[src/rtl/key_search_ctrl.sv]
// key_search_ctrl: brute-force key search sequencer around a single-key decrypt core.
// Keys 0..MAX_KEY are launched in order until a plaintext decodes to all-printable ASCII.

module key_search_byte_chk (
    input  logic [7:0] data,
    output logic       ok
);
    assign ok = (data >= 8'h20) && (data <= 8'h7E);
endmodule

module key_search_ctrl #(
    parameter int unsigned          KEY_WIDTH      = 24,
    parameter logic [KEY_WIDTH-1:0] MAX_KEY        = {KEY_WIDTH{1'b1}},
    parameter int unsigned          TIMEOUT_CYCLES = 1000
) (
    input  logic                 clk,
    input  logic                 rst,
    input  logic                 start,
    input  logic                 abort,
    input  logic [127:0]         ciphertext_in,
    output logic                 dec_start,
    output logic [KEY_WIDTH-1:0] dec_key,
    output logic [127:0]         dec_ciphertext,
    input  logic                 dec_done,
    input  logic [127:0]         dec_plaintext,
    output logic [KEY_WIDTH-1:0] key,
    output logic [127:0]         plaintext,
    output logic                 busy,
    output logic                 done,
    output logic                 error
);
    localparam int NUM_LANES = 16;
    localparam int VEC_W     = 8;
    localparam int TW        = $clog2(TIMEOUT_CYCLES + 1);
    // Timeout is measured from the dec_start cycle, so WAIT gives up one count early.
    localparam logic [TW-1:0] TMO_LAST = TW'(TIMEOUT_CYCLES - 2);

    typedef enum logic [2:0] {IDLE, LOAD, LAUNCH, WAIT, CHECK} state_t;

    state_t                          state;
    logic [KEY_WIDTH-1:0]            key_cnt;
    logic [TW-1:0]                   tmo_cnt;
    logic [NUM_LANES-1:0][VEC_W-1:0] pt_cap;
    logic [NUM_LANES-1:0]            lane_ok;
    logic                            all_ok;

    genvar g;
    generate
        for (g = 0; g < NUM_LANES; g++) begin : g_lane
            key_search_byte_chk u_chk (
                .data (pt_cap[g]),
                .ok   (lane_ok[g])
            );
        end
    endgenerate

    assign all_ok  = &lane_ok;
    assign key     = key_cnt;
    assign dec_key = key_cnt;

    always_ff @(posedge clk or negedge rst) begin
        if (!rst) begin
            state          <= IDLE;
            key_cnt        <= '0;
            tmo_cnt        <= '0;
            pt_cap         <= '0;
            dec_start      <= 1'b0;
            dec_ciphertext <= '0;
            plaintext      <= '0;
            busy           <= 1'b0;
            done           <= 1'b0;
            error          <= 1'b0;
        end else begin
            dec_start <= 1'b0;
            if (abort) begin
                state <= IDLE;
                busy  <= 1'b0;
                done  <= 1'b0;
                error <= 1'b0;
            end else begin
                case (state)
                    IDLE: begin
                        if (start) begin
                            state          <= LOAD;
                            busy           <= 1'b1;
                            done           <= 1'b0;
                            error          <= 1'b0;
                            plaintext      <= '0;
                            dec_ciphertext <= ciphertext_in;
                            key_cnt        <= '0;
                        end
                    end
                    LOAD: begin
                        state     <= LAUNCH;
                        dec_start <= 1'b1;
                    end
                    LAUNCH: begin
                        state   <= WAIT;
                        tmo_cnt <= '0;
                    end
                    WAIT: begin
                        if (dec_done) begin
                            pt_cap <= dec_plaintext;
                            state  <= CHECK;
                        end else if (tmo_cnt == TMO_LAST) begin
                            error <= 1'b1;
                            busy  <= 1'b0;
                            state <= IDLE;
                        end else begin
                            tmo_cnt <= tmo_cnt + 1'b1;
                        end
                    end
                    CHECK: begin
                        if (all_ok) begin
                            plaintext <= pt_cap;
                            done      <= 1'b1;
                            busy      <= 1'b0;
                            state     <= IDLE;
                        end else if (key_cnt == MAX_KEY) begin
                            error <= 1'b1;
                            busy  <= 1'b0;
                            state <= IDLE;
                        end else begin
                            // dec_start rises together with the new key so both are seen in LAUNCH
                            key_cnt   <= key_cnt + 1'b1;
                            dec_start <= 1'b1;
                            state     <= LAUNCH;
                        end
                    end
                    default: state <= IDLE;
                endcase
            end
        end
    end
endmodule

[config.mk]
export PLATFORM = sky130hd
export DESIGN_NAME = key_search_ctrl
export DESIGN_NICKNAME = d
export VERILOG_FILES = /design/src/rtl/key_search_ctrl.sv
export SDC_FILE = /design/constraint.sdc
export NUM_CORES = 1
export LEC_CHECK = 0
export BUFFER_PORTS_ARGS = -buffer_cell sky130_fd_sc_hd__clkbuf_2
export CORE_AREA = 2 2 223 225
export CTS_BUF_LIST = sky130_fd_sc_hd__clkbuf_4 sky130_fd_sc_hd__clkbuf_8 sky130_fd_sc_hd__clkbuf_16
export DETAILED_ROUTE_END_ITERATION = 8
export DIE_AREA = 0 0 225 227
export PLACE_DENSITY = 0.59
export SETUP_SLACK_MARGIN = 0.05
export SYNTH_ARGS = -nofsm -noshare
export SYNTH_HDL_FRONTEND = slang
export SYNTH_SLANG_ARGS = --single-unit
[constraint.sdc]
create_clock -name clk -period 5 [get_ports clk]
set_input_delay 0.5 -clock clk [delete_from_list [all_inputs] [get_ports clk]]
set_output_delay 0.5 -clock clk [all_outputs]
set_load 0.02 [all_outputs]
## Word-level counts from Yosys, hierarchy flattened

Cells that the tools add are included.

| word-level totals | value |
|---|---|
| flip-flop bits (word level) | 425 |
| output and inout bits | 308 |
| input bits | 261 |

| cells by class | value |
|---|---|
| $add $sub $neg | 2 |
| bitwise gates (word level) | 1 |
| equal/unequal tests | 20 |
| reduce and logical (&&, ||, !) cells | 31 |
| order comparisons | 32 |
| muxes and demuxes | 38 |

Operators by type and width:

| cell | number |
|---|---|
| 128-bit two-way mux | 2 |
| 128-bit case mux with 2 select lines | 1 |
| 8-bit by 6-bit >= comparator with 1-bit output, second input constant | 16 |
| 8-bit by 7-bit less-or-equal comparator with 1-bit output, second input constant | 16 |
| 24-bit two-way mux | 3 |
| 24-bit case mux with 2 select lines | 1 |
| 24-bit by 1-bit adder with 24-bit output, second input constant | 1 |
| 24-bit equality test, second input constant | 1 |
| 10-bit two-way mux | 2 |
| 10-bit case mux with 2 select lines | 1 |
| 3-bit != test, second input constant | 6 |
| 1-bit two-way mux | 17 |
| 1-bit logical AND | 16 |
| 16-bit AND reduction | 1 |
| 3-bit case mux with 5 select lines | 1 |
| 3-bit two-way mux | 4 |
| 2-bit != test, second input constant | 6 |
| 10-bit by 1-bit adder with 10-bit output, second input constant | 1 |
| 10-bit equality test, second input constant | 1 |
| 5-bit AND reduction | 2 |
| 3-bit AND reduction | 3 |
| 4-bit != test, second input constant | 2 |
| 4-bit AND reduction | 2 |
| 3-bit by 2-bit equality test with 1-bit output, second input constant | 2 |
| other kinds (12) | 16 |

## Longest topological paths before layout

| logic depth | value |
|---|---|
| depth in word-level cells | 6 |
| gate-level depth with buffers | 10 |
| gate-level depth less buffers | 9 |

## Modules after synthesis

A second synthesis with hierarchy kept.

| unflattened totals | value |
|---|---|
| cells, all modules | 1,406 |
| area total of the unflattened synthesis | 18,278.8 um^2 |

Modules (own cells, without submodules):

| module | instances | area an instance (um^2) | seq. area each (um^2) | cells an instance |
|---|---|---|---|---|
| key_search_ctrl | 1 | 17,758.3 | 10,635.2 | 1,358 |
| key_search_byte_chk | 16 | 32.5 | 0.0 | 3 |

## Worst setup path after synthesis

Ideal clock, no wire load.

| path | value |
|---|---|
| kind | register to register |
| from | register dec_key[0] (netlist name) |
| to | register dec_ciphertext[0] |
| buffers on the path | 2 |
| cell stages (with the launch flop) | 10 |
| data required time | 4.875 ns |
| path slack | 2.498 ns |
| period minus slack after synthesis | 2.502 ns |
| data arrival time | 2.378 ns |
| cells stage by stage | dfrtp_1 -> ha_1 -> nand3_1 -> nor3_2 -> nand2_2 -> o21a_1 -> nand2_2 -> buf_6 -> buf_6 -> mux2_2 |

RTL lines:

| what | line | RTL |
|---|---|---|
| end signal, assigned | 89 | `dec_ciphertext <= ciphertext_in;` |
| end, declared | 23 | `output logic [127:0] dec_ciphertext,` |

## Final worst setup path

| path | value |
|---|---|
| from | register pt_cap[109] (netlist name) |
| to | register plaintext[52] |

| between the ends | value |
|---|---|
| cells in the longest elaborated chain, start to end | 5 |

RTL lines:

| what | line | RTL |
|---|---|---|
| start, declared | 43 | `logic [NUM_LANES-1:0][VEC_W-1:0] pt_cap;` |
| start signal, assigned | 103 | `pt_cap <= dec_plaintext;` |
| 8-bit by 6-bit >= comparator with 1-bit output or 8-bit by 7-bit less-or-equal comparator with 1-bit output (tied branches) | 8 | `assign ok = (data >= 8'h20) && (data <= 8'h7E);` |
| 1-bit logical AND * | 8 |  |
| 16-bit AND reduction * | 57 | `assign all_ok = &lane_ok;` |
| 2-bit != test (no source line) * | n/a |  |
| 4-bit AND reduction (no source line) * | n/a |  |
| end signal, assigned | 115 | `plaintext <= pt_cap;` |
| end, declared | 27 | `output logic [127:0] plaintext,` |

Mark *: on every way between the ends. The rest lies on a longest branch, timed or not.
A chain may end at the register's enable or synchronous reset.

==> results by group <==
Timing
  • Hold Fails Final Rpt: 3
  • WHS: -0.0188 ns
  • TNS Setup: 0 ns
  • Final Skew: 0.0273 ns
  • Setup violators final: 0
  • Tcrit/Tclk final: 70.1%
  • RSZ-0062 raised after global routing: false
  • Tmin final: ~3.5 ns
  • Relative slew slack: 36.7%
  • Pins Over Slew Limit: 0
  • Fmax: 285 MHz
  • Tightest Pin Transition: 0.950 ns

Critical path
  • Worst setup SP type: flip-flop
  • CP Capture Type: flip-flop
  • Largest fanout on the critical path: 85
  • CP arrival: 3.95 ns
  • Reg2Reg Capture Point: plaintext[52]$_DFFE_PN0P_
  • FF-to-FF path depth: 8
  • R2r setup slk: 1.50 ns
  • WP data required: 5.44 ns
  • Reg-to-Reg Start: pt_cap[109]$_DFFE_PN0P_
  • Critical path class: flip-flop to flip-flop

Floorplan
  • Starting Density: around 36%
  • I/O pin total: 569
  • Die Wd: 225 um
  • Std-Cell Rows: 81
  • Core area: 48,500 sq um
  • Die area: between 50,000 and 60,000 sq um
  • Chip height: 227 um

Route
  • Total routed wirelength: 51,400 um
  • Vias per Instance: 5.03
  • Top layer in use: met5
  • Met1 wire length: 20,000 um
  • Metal2 WL: 25,700 um
  • Antenna Violating Nets Remaining: 0
  • Initial DRC Count: 658
  • Routed wire per std cell: a little under 20 um
  • Metal3 WL: about 4400 um
  • Vias: about 13,000
  • # DRC: 0
  • First-pass DRT Iterations: 5

Global route
  • Initial antenna violation count: 11
  • Vias in the first global route: 12,900
  • Global-route wire length before repair: 76,300 um
  • GRT Total Usage: approximately a fifth
  • Grt total ovfl: 0
  • Largest net degree at the start of global routing: 130

Yosys
  • Number of synthesized register bits: 425
  • Synthesized instance count: 1,425
  • Sequential share of the synthesized area: 60.5%
  • Asr flop ratio synth: between 90% and 100%
  • Largest cells by area after synthesis: dfrtp_1 61%, mux2_2 16%, nand3_1 4.4%, nand2_1 2.8%, o21ai_1 2.8%
  • Syn. warnings: 0
  • Mapped Nets: between 1,500 and 2,000
  • Post-synth top area share: 60.5%
  • Distinct cells, synth: 58
  • Number of synthesized flops with an enable pin: 0
  • Mapped cell area: 17,600 sq um
  • Syn Area/Cell: 12.3 sq um
  • Synth area leader: dfrtp_1
  • Ys flop type: dfrtp_1

Flow run
  • Max Cap Viol: 0

Clock tree
  • Number of gates resized after CTS: 0
  • Clock Sinks: around 430
  • Clock Latency Late Sink: 0.57 ns
  • TritonCTS Buffers: 47
  • Hold-fix buffers at CTS: 0
  • Clk buf depth: 3
  • TritonCTS clock tree: built
  • Clk pin slew, worst setup/hold paths: 0.06 ns
  • H-tree levels: 2
  • Post-CTS Setup Repair Bufs: 0
  • Root buffer cell: clkbuf_16

Layout
  • Final nets: 2,207
  • Most common cell after layout, fill and taps aside: clkbuf_2
  • Design area: ~22,000 sq um
  • Register area: between 10,000 and 15,000 sq um
  • Multi-input gate area: 6190 sq um
  • Most frequent cells in the layout: 567 x clkbuf_2, 425 x dfrtp_1, 257 x mux2_2
  • Fillers: approximately 4,500
  • Share of layout cells above drive strength 1: 47.6%
  • Area Growth Syn to Fin: 26.3%

Worst hold path
  • HP Class: input port to async pin

Placed design
  • GP Congestion: 0.785
  • DP HPWL: approximately 37,000 um
  • Placed Area: 20,700 sq um
  • Port Buffers: 568

Run status
  • Status: complete, but fails checks
  • Failing checks: negative hold slack

Pwr
  • Power per Cell Area: around 430 nW/um^2
  • Peak supply drop: 0.261 mV
  • Leakage: 10.6 nW
[per-stage QoR]
step | setup WS, ns | power (mW) | utilization [%] | std cells | hold slack (ns)
2_1_floorplan | 2.50 | 5.43 | - | 1425 | 0.204
3_3_place_gp | 1.40 | 6.15 | 42.6 | 2516 | 0.484
3_5_place_dp | 1.35 | 6.20 | 42.6 | 2516 | 0.492
4_1_cts | 1.34 | 9.61 | 45.7 | 2596 | 0.00480
5_1_grt | 1.22 | 9.89 | 45.7 | 2597 | 0.0568
6_report | 1.50 | 9.47 | 45.7 | 2598 | -0.0188
[cell type report]
cell class	count	share of cell area, %
flip-flops and latches	425	47.9
multi-input cells	877	27.9
repair buffers	584	13.7
clock buffers	66	6.25
well taps	622	3.51
clock inverters	14	0.496
inverters	8	0.135
diodes	2	0.0226
[worst max path at each step]
stage	from	to	slack [ns]	cells after the start
after floorplan	dec_key[0]$_DFFE_PN0P_	dec_ciphertext[0]$_DFFE_PN0P_	2.50	9
after global placement	pt_cap[109]$_DFFE_PN0P_	plaintext[18]$_DFFE_PN0P_	1.40	8
after detailed placement	pt_cap[109]$_DFFE_PN0P_	plaintext[22]$_DFFE_PN0P_	1.35	8
after CTS	pt_cap[109]$_DFFE_PN0P_	plaintext[60]$_DFFE_PN0P_	1.34	8
after global routing	pt_cap[109]$_DFFE_PN0P_	plaintext[70]$_DFFE_PN0P_	1.22	8
final	pt_cap[109]$_DFFE_PN0P_	plaintext[52]$_DFFE_PN0P_	1.50	8
[power by group]
part           internal [mW]  total (mW)  switching (mW)
Clock                   1.98        3.36            1.38
Sequential              4.03        4.48           0.450
Combinational          0.754        1.62           0.870
[per-layer routing]
layer  vias to the layer above  global-route usage (%)
met5                         -                       0
met4                         8                    6.58
met3                        68                    6.48
met2                       423                    33.2
met1                      6481                    22.9
li1                       6083                       -
[synth_stat cells (2+ instances only)]
| master | instances |
|---|---|
| a21o_1 | 2 |
| and3_1 | 23 |
| nor2b_1 | 2 |
| nor2_1 | 48 |
| nand4_1 | 26 |
| mux2_2 | 257 |
| o211ai_1 | 5 |
| nor4_1 | 11 |
| nor2_2 | 2 |
| and4_1 | 3 |
| or2_2 | 2 |
| o21ai_0 | 21 |
| o31ai_1 | 10 |
| nand2_2 | 3 |
| o311ai_0 | 10 |
| buf_2 | 31 |
| nand2_1 | 131 |
| clkbuf_1 | 33 |
| buf_6 | 21 |
| nand3b_1 | 3 |
| dfrtp_1 | 425 |
| a221o_1 | 4 |
| and2_1 | 4 |
| buf_4 | 27 |
| o21ai_2 | 2 |
| xor2_1 | 8 |
| o21ai_1 | 98 |
| a21oi_1 | 6 |
| nand3_1 | 153 |
| inv_1 | 8 |
| ha_1 | 3 |
| o22ai_1 | 7 |
| a22o_1 | 2 |
| nor3_1 | 6 |
| or4_1 | 4 |
| o221ai_1 | 2 |
[kinds of logic after synthesis]
kind of cell | synth area share, %
mux | 16.5
compound gates | 5.97
xor+xnor | 0.399
fa+ha+maj | 0.214
simple gates | 12.0
buf+inv | 4.39
flops | 60.5
[state kept, by name (all words and copies together), names as in the netlist]
name,cells
dec_ciphertext,128
plaintext,128
pt_cap,128
dec_key,24
tmo_cnt,10
state,3
busy,1
dec_start,1
done,1
error,1
[worst max-delay path, cell delays in order, from the launching register on]
cell and delay (ns):
dfrtp_1 0.43, nand4_1 0.13, nor2_1 0.12, nor4_1 0.70, and4_1 0.43, nand3_4 0.71
buf_4 0.58, nand3_1 0.15, o21ai_1 0.08
Power figures use the tool's default switching activity.
